`config.mk`:
```
export PLATFORM = sky130hd
export DESIGN_NAME = mmt_sync_deglitch
export DESIGN_NICKNAME = d
export VERILOG_FILES = /design/src/rtl/mmt_sync_deglitch.sv
export SDC_FILE = /design/constraint.sdc
export NUM_CORES = 1
export LEC_CHECK = 0
export CAP_MARGIN = 30
export CORE_ASPECT_RATIO = 1.2
export CORE_UTILIZATION = 35
export CTS_BUF_LIST = sky130_fd_sc_hd__clkbuf_16
export CTS_CLUSTER_DIAMETER = 40
export DETAILED_ROUTE_END_ITERATION = 10
export PLACE_DENSITY = 0.67
export SLEW_MARGIN = 30
export SYNTH_ARGS = -nofsm -noshare
export SYNTH_HDL_FRONTEND = slang
export SYNTH_SLANG_ARGS = --single-unit
```
`constraint.sdc`:
```
create_clock -name clk -period 2.6 [get_ports clk]
set_clock_uncertainty 0.1 [all_clocks]
set_input_delay 0.26 -clock clk [delete_from_list [all_inputs] [get_ports clk]]
set_output_delay 0.26 -clock clk [all_outputs]
set_load 0.03 [all_outputs]
```
`src/rtl/mmt_sync_deglitch.sv`:
```
// ============================================================================
// mmt_sync_deglitch : level deglitch filter with edge strobes and edge counters
// Optional statistics counters: define MMT_DEGLITCH_STAT_EN
// Revision: 1.0
// ============================================================================
`default_nettype none

module mmt_sync_deglitch #(
    parameter int   FilterCycles = 4,
    parameter int   CntWidth     = 8,
    parameter logic ResetValue   = 1'b0
) (
    input  logic                clk,
    input  logic                rstn,
    input  logic                in,
    output logic                out_level,
    output logic                rise_pulse,
    output logic                fall_pulse,
    input  logic                cnt_clr,
    output logic [CntWidth-1:0] rise_cnt,
    output logic [CntWidth-1:0] fall_cnt
);

    localparam int QW = $clog2(FilterCycles + 1);
    localparam logic [QW-1:0] QUAL_ONE  = QW'(1);
    localparam logic [QW-1:0] QUAL_DONE = QW'(FilterCycles);

    typedef enum logic [1:0] {
        STABLE_LO = 2'd0,
        QUAL_HI   = 2'd1,
        STABLE_HI = 2'd2,
        QUAL_LO   = 2'd3
    } state_t;

    localparam state_t RESET_STATE = ResetValue ? STABLE_HI : STABLE_LO;

    state_t        state_q, state_d;
    logic [QW-1:0] qcnt_q, qcnt_d;
    logic          out_q, out_d;
    logic          rise_q, rise_d;
    logic          fall_q, fall_d;

    always_comb begin
        state_d = state_q;
        qcnt_d  = qcnt_q;
        out_d   = out_q;
        rise_d  = 1'b0;
        fall_d  = 1'b0;
        case (state_q)
            STABLE_LO: begin
                if (in) begin
                    // A one-cycle filter accepts on the first differing sample.
                    if (FilterCycles == 1) begin
                        out_d   = 1'b1;
                        rise_d  = 1'b1;
                        state_d = STABLE_HI;
                    end else begin
                        state_d = QUAL_HI;
                        qcnt_d  = QUAL_ONE;
                    end
                end
            end
            QUAL_HI: begin
                if (!in) begin
                    state_d = STABLE_LO;
                    qcnt_d  = '0;
                end else if (qcnt_q + QUAL_ONE == QUAL_DONE) begin
                    out_d   = 1'b1;
                    rise_d  = 1'b1;
                    state_d = STABLE_HI;
                    qcnt_d  = '0;
                end else begin
                    qcnt_d  = qcnt_q + QUAL_ONE;
                end
            end
            STABLE_HI: begin
                if (!in) begin
                    if (FilterCycles == 1) begin
                        out_d   = 1'b0;
                        fall_d  = 1'b1;
                        state_d = STABLE_LO;
                    end else begin
                        state_d = QUAL_LO;
                        qcnt_d  = QUAL_ONE;
                    end
                end
            end
            QUAL_LO: begin
                if (in) begin
                    state_d = STABLE_HI;
                    qcnt_d  = '0;
                end else if (qcnt_q + QUAL_ONE == QUAL_DONE) begin
                    out_d   = 1'b0;
                    fall_d  = 1'b1;
                    state_d = STABLE_LO;
                    qcnt_d  = '0;
                end else begin
                    qcnt_d  = qcnt_q + QUAL_ONE;
                end
            end
            default: begin
                state_d = RESET_STATE;
                qcnt_d  = '0;
            end
        endcase
    end

    always_ff @(posedge clk or negedge rstn) begin
        if (!rstn) begin
            state_q <= RESET_STATE;
            qcnt_q  <= '0;
            out_q   <= ResetValue;
            rise_q  <= 1'b0;
            fall_q  <= 1'b0;
        end else begin
            state_q <= state_d;
            qcnt_q  <= qcnt_d;
            out_q   <= out_d;
            rise_q  <= rise_d;
            fall_q  <= fall_d;
        end
    end

    assign out_level  = out_q;
    assign rise_pulse = rise_q;
    assign fall_pulse = fall_q;

`ifdef MMT_DEGLITCH_STAT_EN
    logic [CntWidth-1:0] rise_cnt_q, rise_cnt_d;
    logic [CntWidth-1:0] fall_cnt_q, fall_cnt_d;

    // Counters advance on the edge closing a pulse cycle; a clear always wins.
    always_comb begin
        rise_cnt_d = rise_cnt_q;
        fall_cnt_d = fall_cnt_q;
        if (cnt_clr) begin
            rise_cnt_d = '0;
            fall_cnt_d = '0;
        end else begin
            if (rise_q && (rise_cnt_q != '1)) begin
                rise_cnt_d = rise_cnt_q + CntWidth'(1);
            end
            if (fall_q && (fall_cnt_q != '1)) begin
                fall_cnt_d = fall_cnt_q + CntWidth'(1);
            end
        end
    end

    always_ff @(posedge clk or negedge rstn) begin
        if (!rstn) begin
            rise_cnt_q <= '0;
            fall_cnt_q <= '0;
        end else begin
            rise_cnt_q <= rise_cnt_d;
            fall_cnt_q <= fall_cnt_d;
        end
    end

    assign rise_cnt = rise_cnt_q;
    assign fall_cnt = fall_cnt_q;
`else
    logic unused_cnt_clr;
    assign unused_cnt_clr = cnt_clr;
    assign rise_cnt       = '0;
    assign fall_cnt       = '0;
`endif

endmodule

`default_nettype wire

```
Word-level counts from Yosys, hierarchy flattened --
Cells that the tools add are included.
Storage, ports and cells: word-level logic and storage cells 46, bits of input ports 4, flip-flop bits (word level) 8, output and inout bits 19
Cells by class: mux-type cells 23, $add $sub $neg 1, eq/ne operators 12, reductions and logical operators 5
Operators by type and width (count):
- $mux W3 | 5
- $mux W2 | 6
- $ne A2 B2 Y1 const B | 6
- $pmux W3 S4 | 1
- $mux W1 | 9
- $pmux W2 S4 | 1
- $ne A3 B3 Y1 const B | 2
- $reduce_and A5 Y1 | 1
- $eq A2 B2 Y1 const B | 2
- $reduce_and A4 Y1 | 1
- $add A3 B1 Y3 const B | 1
- $eq A3 B3 Y1 const B | 1
- $eq A2 B1 Y1 const B | 1
- $logic_not A2 Y1 | 1
- $pmux W1 S2 | 1
- $reduce_and A2 Y1 | 1
- $reduce_bool A2 Y1 | 1

Logic depth before layout (Yosys ltp) --
Gate-level depths: netlist of run 1.
depth in word-level cells 5, mapped depth 5, mapped depth without buffers 5

Worst setup path before layout of run 1 --
No wires, ideal clock.
path type register -> register, start register qcnt_q[0], end register state_q[0], period minus slack after synthesis 1378 ps, stages on the path, launching flop included 5, required time 2427 ps, setup time 73 ps, slack 1222 ps, buffers on the path 0, arrival 1205 ps, cell sequence dfrtp_1 -> ha_1 -> ha_1 -> mux2_4 -> a21oi_2
On the way: cells in the longest elaborated chain, start to end 4, elaborated cells on any way between the ends 5, those cells by class 1 x add/sub; 3 x eq/ne; 1 x reduce/logical
Ends and longest elaborated chain:
- start, declared | line 38 | logic [QW-1:0] qcnt_q, qcnt_d;
- start signal, assigned | line 117 | qcnt_q <= qcnt_d;
- $add A3 B1 Y3 (*) | line 67, 92
- $eq A3 B3 Y1 (*) | line 67, 92
- $ne A3 B3 Y1 (no source line)
- $reduce_and A4 Y1 (no source line) (*)
- end signal, assigned | line 116 | state_q <= state_d;
- end, declared | line 37 | state_t state_q, state_d;
Mark *: on every way between the ends. The rest lies on a longest branch, timed or not. A chain may end at the register's enable or synchronous reset.

Worst setup path in the final report of run 1 --
start register out_q (netlist: out_level), end output port out_level
RTL lines:
- start, declared | line 39 | logic out_q, out_d;
- start signal, assigned | line 112 | out_q <= ResetValue;
- start signal, assigned | line 118 | out_q <= out_d;
- end, declared | line 16 | output logic out_level,
No word-level cell between the ends.

==> flow_metrics.tcl, run 1 <==
set metrics [dict create \
    async_flop_share_pct 100 \
    synthCells 55 \
    clock_path_buffers 2 \
    clock_sinks 8 \
    yosys_register_bits 8 \
    period_needed_ns 1.63 \
    rows 15 \
    syn_area_um2 576 \
    yosysTopAreaCell "dfrtp_1" \
    drt_iter0_markers 2 \
    ff_latch_area_um2 200 \
    core_um2 1480 \
    grt_pass1_vias 322 \
    antenna_cells 0 \
    setup_viol 0 \
    avgSynthCellArea_um2 10.5 \
    start_util_pct 38.8 \
    io_buffers 5 \
    p_total_mw 0.565 \
    grt_pass1_wl_um 1320 \
    wl_per_cell_um 9.57 \
    critPathMaxStageDelay_ns 0.68 \
    worst_setup_path_end_kind "output port" \
    fin_cells 76 \
    crit_buf_inv 1 \
    grt_overflow_total 0 \
    dp_hpwl_um 516 \
    cp_slowest_cell "clkdlybuf4s50_1" \
    cts.clk_slew.worst_paths_ns 0.04 \
    synth_edf_count 0 \
    period_share_pct 62.6 \
    yosysMostFrequentCell "buf_4" \
    worstHoldPathType "in2async" \
    ctsResizeCount 0 \
    gp_congestion 0.723 \
    routed_wl_um 727 \
    h-tree-depth 1 \
    io_pins 23 \
    slew_viol_final 0 \
    timing_hold_violations_final 0 \
    clk_latency_ns 0.23 \
    die-area_um2 1810 \
    tritoncts.num_buffers 3 \
    crit_family "buffers and inverters" \
    tns_ns 0 \
    cts_root_buf "clkbuf_16" \
    synth_area_leaders "dfrtp_1 35%, buf_4 22%, ha_1 8.7%, mux2i_1 5.2%, and4b_1 3.5%" \
    holdBufCountCts 0 \
    critPathKind "reg2out" \
    yosys_warnings 0 \
    critPathRequiredTime_ns 2.24 \
    grt_max_degree 13 \
    grt_use_total_pct 11.1 \
    n_fill_cell 151 \
    postRouteAntennaNets 0 \
    seq_area_frac_synth_pct 34.8 \
    cp_max_fo 3 \
    start_kind "register" \
    vdd_drop_max_uv 265 \
    dpl.cell_count 73 \
    antenna_found_initial 0 \
    rsz0062_at_grt "no" \
    status "completed" \
    hold_slack_ns 0.211 \
    crit_path_cell_trace "clkdlybuf4s50_1" \
    drive_above_1_share_pct 11.9 \
    max_cap_violations 0 \
    ys_types 22 \
    cts_tree "done" \
    cts_setup_buffers 0 \
    final_nets 69 \
    fmax_mhz 614 \
    vias_per_cell 4.25 \
    drc 0 \
    die-width_um 39.0 \
    synth_top_area_share_pct 34.8 \
    die_h_um 46.4 \
    num_vias 323 \
    cellLeakagePower_nw 0.301 \
    ys.flop_type "dfrtp_1" \
    area_growth_pct 10.2 \
    multi_input_area_um2 280 \
    firstDrtPassIters 4 \
    power.density_nw_per_um2 891 \
    cp.arrival_ns 1.27 \
    synth_common_cells "17 x buf_4, 8 x dfrtp_1, 4 x ha_1" \
]
## area by class of cell
cell class | count | area share [%]
clock buffers | 3 | 11.8
multi-input cells | 41 | 44.2
flip-flops and latches | 8 | 31.6
repair buffers | 5 | 7.89
inverters | 2 | 1.18
well taps | 17 | 3.35
## through the flow
stage / setup WS (ns) / area (um2) / util, %
floorplan: 1.22 / 632 / -
global placement: 1.10 / 559 / 37.7
detailed placement: 1.08 / 559 / 37.7
CTS: 0.964 / 634 / 42.8
global route: 0.925 / 634 / 42.8
finish: 0.973 / 634 / 42.8
## report_power, final
part | internal, mW | total [mW] | switching, mW
clock network | 0.198 | 0.257 | 0.0585
registers | 0.147 | 0.182 | 0.0343
logic | 0.0537 | 0.127 | 0.0730
total | 0.399 | 0.565 | 0.166
## logic make-up (layout without fill, tap and decap cells)
| family | after synthesis | after routing | share of synthesized area (%) |
|---|---|---|---|
| buf+inv | 21 | 10 | 26.3 |
| simple gates | 11 | 11 | 12.0 |
| flops | 8 | 8 | 34.8 |
| fa+ha+maj | 4 | 4 | 8.70 |
| compound gates | 4 | 4 | 5.44 |
| mux | 4 | 4 | 7.83 |
| xor+xnor | 2 | 2 | 4.35 |
| other cells | 1 | 16 | 0.652 |
## layer usage
layer  vias up  routed length, um  track usage, %
met5         -                  0               0
met4         0                 20            14.5
met3         2                 41               0
met2        16                356            17.3
met1       153                309            11.9
li1        152                  -               -
## placed cells by master (no fill, tap or decap), types with 2 or more instances in the layout
master           instances
inv_1                    2
dfrtp_1                  8
ha_1                     4
clkbuf_16                3
and4b_1                  2
nand2_1                  3
conb_1                  16
mux2i_1                  3
nand2b_1                 2
clkdlybuf4s50_1          5
## final timing paths
| path | startpoint | endpoint | slack, ns | cells past startpoint |
|---|---|---|---|---|
| min | rstn | fall_pulse | 0.21 | 1 |
| min in group clk | qcnt_q[0] | qcnt_q[0] | 0.38 | 1 |
| max reg2reg | qcnt_q[0] | state_q[0] | 1.14 | 4 |
| max | out_level | out_level | 0.97 | 1 |
| max in group asynchronous | rstn | state_q[0] | 1.93 | 1 |
| min reg2reg | qcnt_q[0] | qcnt_q[0] | 0.38 | 1 |
Power figures use the tool's default switching activity.
==> run 2: changes to the inputs <==
PLACE_DENSITY = 0.69   (was 0.67)
clock period = 1.45 ns   (was 2.6 ns; I/O delays follow)
==> run 2 against run 1 <==
  * Setup slack lost 0.91 ns
  * Die area did not move
  * Critical path depth grew 3
  * Critical endpoint is now state_q[0]
==> flow_metrics.tcl, run 2 (same netlist as run 1, synthesis figures left out) <==
set metrics [dict create \
    period_needed_ns 1.38 \
    drt-met1-wl_um 319 \
    start_kind "register" \
    dp_hpwl_um 531 \
    h-tree-depth 1 \
    antenna_found_initial 0 \
    met3_length_um 56 \
    clock_sinks 8 \
    tns_ns 0 \
    routed_wl_um 795 \
    worstHoldPathType "in2async" \
    crit_family "adder cells" \
    cts.clk_slew.worst_paths_ns 0.04 \
    die-width_um 39.0 \
    max_cap_violations 0 \
    crit_top_cell "ha_2" \
    core_um2 1480 \
    final_common_cell "conb_1" \
    io_buffers 5 \
    crit_path_cell_trace "ha_2 -> ha_2 -> mux2_4 -> a21oi_2" \
    grt_use_total_pct 10.5 \
    drive_above_1_share_pct 16.7 \
    crit_buf_inv 0 \
    dpl.cell_count 74 \
    grt_pass1_wl_um 1170 \
    cp.arrival_ns 1.44 \
    cellLeakagePower_nw 0.317 \
    critPathRequiredTime_ns 1.50 \
    grt_max_degree 13 \
    place_ws_ns -0.0184 \
    die_h_um 46.4 \
    cts_tree "done" \
    vdd_drop_max_uv 432 \
    num_vias 331 \
    multi_input_area_um2 285 \
    drc 0 \
    cp_slowest_cell "dfrtp_1" \
    ff_latch_area_um2 200 \
    worst_setup_path_end_kind "register" \
    setup_viol 0 \
    start_util_pct 38.8 \
    antenna_cells 0 \
    rows 15 \
    firstDrtPassIters 1 \
    area_growth_pct 11.7 \
    routed-wl-met2_um 391 \
    cp_max_fo 5 \
    status "completed" \
    reg2reg_depth 4 \
    layout_common_cells "16 x conb_1, 8 x dfrtp_1" \
    cts_setup_buffers 0 \
    timing_hold_violations_final 0 \
    layout_setup_ws_ns 0.0657 \
    io_pins 23 \
    dr.max_layer_used "met4" \
    critPathKind "reg2reg" \
    slew_viol_final 0 \
    fin_cells 77 \
    vias_per_cell 4.30 \
    die-area_um2 1810 \
    n_fill_cell 149 \
    power.density_nw_per_um2 1610 \
    tritoncts.num_buffers 3 \
    wl_per_cell_um 10.3 \
    gp_congestion 0.612 \
    fmax_mhz 722 \
    clock_path_buffers 2 \
    clk_latency_ns 0.23 \
    final_util_pct 43.4 \
    grt_overflow_total 0 \
    cts_root_buf "clkbuf_16" \
    drt_iter0_markers 0 \
    grt_pass1_vias 255 \
    final_nets 70 \
    postRouteAntennaNets 0 \
    rsz0062_at_grt "no" \
    critPathMaxStageDelay_ns 0.38 \
    period_share_pct 95.5 \
    worstSetupPathDepth 4 \
]
## run 2: changes by cell type in the layout (fill, tap and decap cells not counted), sizes merged
cell	delta
clkdlybuf4s50	-3
dlygate4sd2	+3
buf	+1
## run 2: path summary, 6_finish.rpt
check	from	endpoint	slack, ns
worst max-delay path	qcnt_q[0]	state_q[0]	0.07
worst min-delay path	rstn	out_level	0.1
worst max register to register	qcnt_q[0]	state_q[0]	0.07
worst min register to register	qcnt_q[0]	qcnt_q[0]	0.47
max in group asynchronous	rstn	qcnt_q[0]	0.89
min in group clk	qcnt_q[0]	qcnt_q[0]	0.47
## run 2: final cells by class
| class | instances | area share (%) |
|---|---|---|
| flip-flops and latches | 8 | 31.1 |
| inverters | 2 | 1.17 |
| clock buffers | 3 | 11.7 |
| well taps | 17 | 3.31 |
| repair buffers | 6 | 8.37 |
| multi-input cells | 41 | 44.4 |
## run 2: timing repair
| item | in CTS | in global routing |
|---|---|---|
| pin swaps | 0 | 0 |
| setup endpoints to repair | 5 | 2 |
| resized for setup | 4 | 1 |
| hold buffers | 0 | 0 |
| cloned | 0 | 0 |
## run 2: report_power, final
part	internal [mW]	switching, mW	total, mW
logic	0.114	0.139	0.252
registers	0.265	0.0593	0.324
clock network	0.355	0.104	0.459
## run 2: layer usage
layer	vias up	global-route usage [%]
li1	155	-
met5	-	0
met3	3	2.90
met2	16	17.0
met1	157	10.3
met4	0	10.3
## run 2: metrics by stage
step                hold slack, ns  instance area, um2  total power [mW]
floorplan                   -0.251                 632             0.563
global placement             0.343                 567             0.568
detailed placement           0.354                 567             0.576
CTS                          0.109                 641              1.04
global route                 0.126                 643              1.10
finish                      0.0958                 643              1.04
==> run 3: changes to the inputs <==
PLACE_DENSITY = 0.72   (was 0.69)
SLEW_MARGIN = 20   (was 30)
==> run 3 against run 2 <==
  * Die area is the same
  * Core utilization grew 0.25 points
  * Sequential cell count is the same
  * Register-to-register slack gained 0.02 ns
  * Hold slack lost 0.0023 ns
  * Setup slack gained 0.016 ns
  * First-iteration DRC count grew 3
  * Critical path type unchanged
  * Critical endpoint unchanged
==> flow_metrics.tcl, run 3 (same netlist as run 1, synthesis figures left out) <==
set metrics [dict create \
    status "completed" \
    worst_setup_path_end_kind "register" \
    num_vias 324 \
    setup_viol 0 \
    tritoncts.num_buffers 3 \
    cts_root_buf "clkbuf_16" \
    layout_common_cells "16 x conb_1, 8 x dfrtp_1, 3 x mux2i_1, 3 x nand2_1, 3 x clkbuf_16" \
    p_sw_mw 0.302 \
    cp_max_fo 3 \
    final_common_cell "conb_1" \
    crit_family "adder cells" \
    fmax_mhz 731 \
    clock_path_buffers 2 \
    clk_latency_ns 0.23 \
    die-area_um2 1810 \
    drc 0 \
    period_needed_ns 1.37 \
    critPathKind "reg2reg" \
    postRouteAntennaNets 0 \
    cts_setup_buffers 0 \
    n_fill_cell 145 \
    grt_pass1_vias 244 \
    layout_setup_ws_ns 0.0814 \
    vdd_drop_max_uv 618 \
    drt_iter0_markers 3 \
    grt_max_degree 13 \
    rsz0062_at_grt "no" \
    core_um2 1480 \
    wl_per_cell_um 9.84 \
    final_util_pct 43.6 \
    dp_hpwl_um 551 \
    place_ws_ns -0.00922 \
    grt_pass1_wl_um 1090 \
    grt_use_total_pct 9.84 \
    worstHoldPathType "in2async" \
    critPathRequiredTime_ns 1.51 \
    ff_latch_area_um2 200 \
    cts.clk_slew.worst_paths_ns 0.04 \
    io_buffers 5 \
    cts_tree "done" \
    fin_cells 77 \
    multi_input_area_um2 285 \
    p_total_mw 1.04 \
    sequentialPowerShare_pct 31.1 \
    worstSetupPathDepth 4 \
    grt_overflow_total 0 \
    cp.arrival_ns 1.43 \
    die-width_um 39.0 \
    period_share_pct 94.4 \
    slew_viol_final 0 \
    reg2reg_depth 4 \
    area_growth_pct 12.4 \
    critPathMaxStageDelay_ns 0.38 \
    cp_slowest_cell "dfrtp_1" \
    dpl.cell_count 74 \
    tns_ns 0 \
    clkPwrFrac_pct 44.2 \
    cellLeakagePower_nw 0.331 \
    die_h_um 46.4 \
    vias_per_cell 4.21 \
    rows 15 \
    crit_path_cell_trace "ha_2 -> ha_1 -> mux2_4 -> a21oi_2" \
    routed_wl_um 758 \
    drive_above_1_share_pct 16.7 \
    h-tree-depth 1 \
    power.internal_mw 0.735 \
    gp_congestion 0.656 \
    sw_frac_of_total_pct 29.1 \
    start_kind "register" \
    crit_buf_inv 0 \
    pwr-share-comb_pct 24.7 \
    antenna_found_initial 0 \
    firstDrtPassIters 4 \
    io_pins 23 \
    clock_sinks 8 \
    start_util_pct 38.8 \
    final_nets 70 \
    timing_hold_violations_final 0 \
    power.density_nw_per_um2 1600 \
    antenna_cells 0 \
    max_cap_violations 0 \
]
run 3: area by class of cell:
cell class,count,share of cell area [%]
Multi-Input combinational cell,41,44.1
Tap cell,17,3.29
Inverter,2,1.16
Sequential cell,8,30.9
Timing Repair Buffer,6,8.90
Clock buffer,3,11.6
run 3: metal layers:
metal / wire length (um) / vias up / part of all wire, % / global-route usage, %
met5: 0 / - / 0 / 0
met4: 14 / 0 / 1.8 / 10.3
met2: 380 / 11 / 50 / 13.3
met3: 44 / 2 / 5.8 / 4.35
li1: - / 156 / - / -
met1: 319 / 155 / 42 / 10.7
run 3: final timing paths:
path	startpoint	end	slack, ns
max in group asynchronous	rstn	qcnt_q[1]	0.90
hold reg to reg	out_level	out_level	0.45
setup reg to reg	qcnt_q[0]	state_q[0]	0.08
min in group clk	out_level	out_level	0.45
setup / recovery	qcnt_q[0]	state_q[0]	0.08
hold / removal	rstn	asynchronous set/reset pin	0.09
run 3: timing repair:
item,4_1_cts,5_1_grt
endpoints found under the setup margin,4,2
hold buffers,0,0
cloned,0,0
resized for setup,3,2
run 3: power by group through the flow:
stage | registers, mW | clock network, mW | logic [mW]
3_5_place_dp | 0.325 | 0 | 0.253
5_1_grt | 0.333 | 0.480 | 0.276
4_1_cts | 0.322 | 0.463 | 0.256
2_1_floorplan | 0.294 | 0 | 0.269
6_report | 0.323 | 0.459 | 0.256
3_3_place_gp | 0.323 | 0 | 0.245
run 3: through the flow:
stage	hold slack, ns	cell area (um2)
final	0.0935	647
after global routing	0.115	647
after CTS	0.105	642
after detailed placement	0.347	567
after global placement	0.341	567
after floorplan	-0.251	632
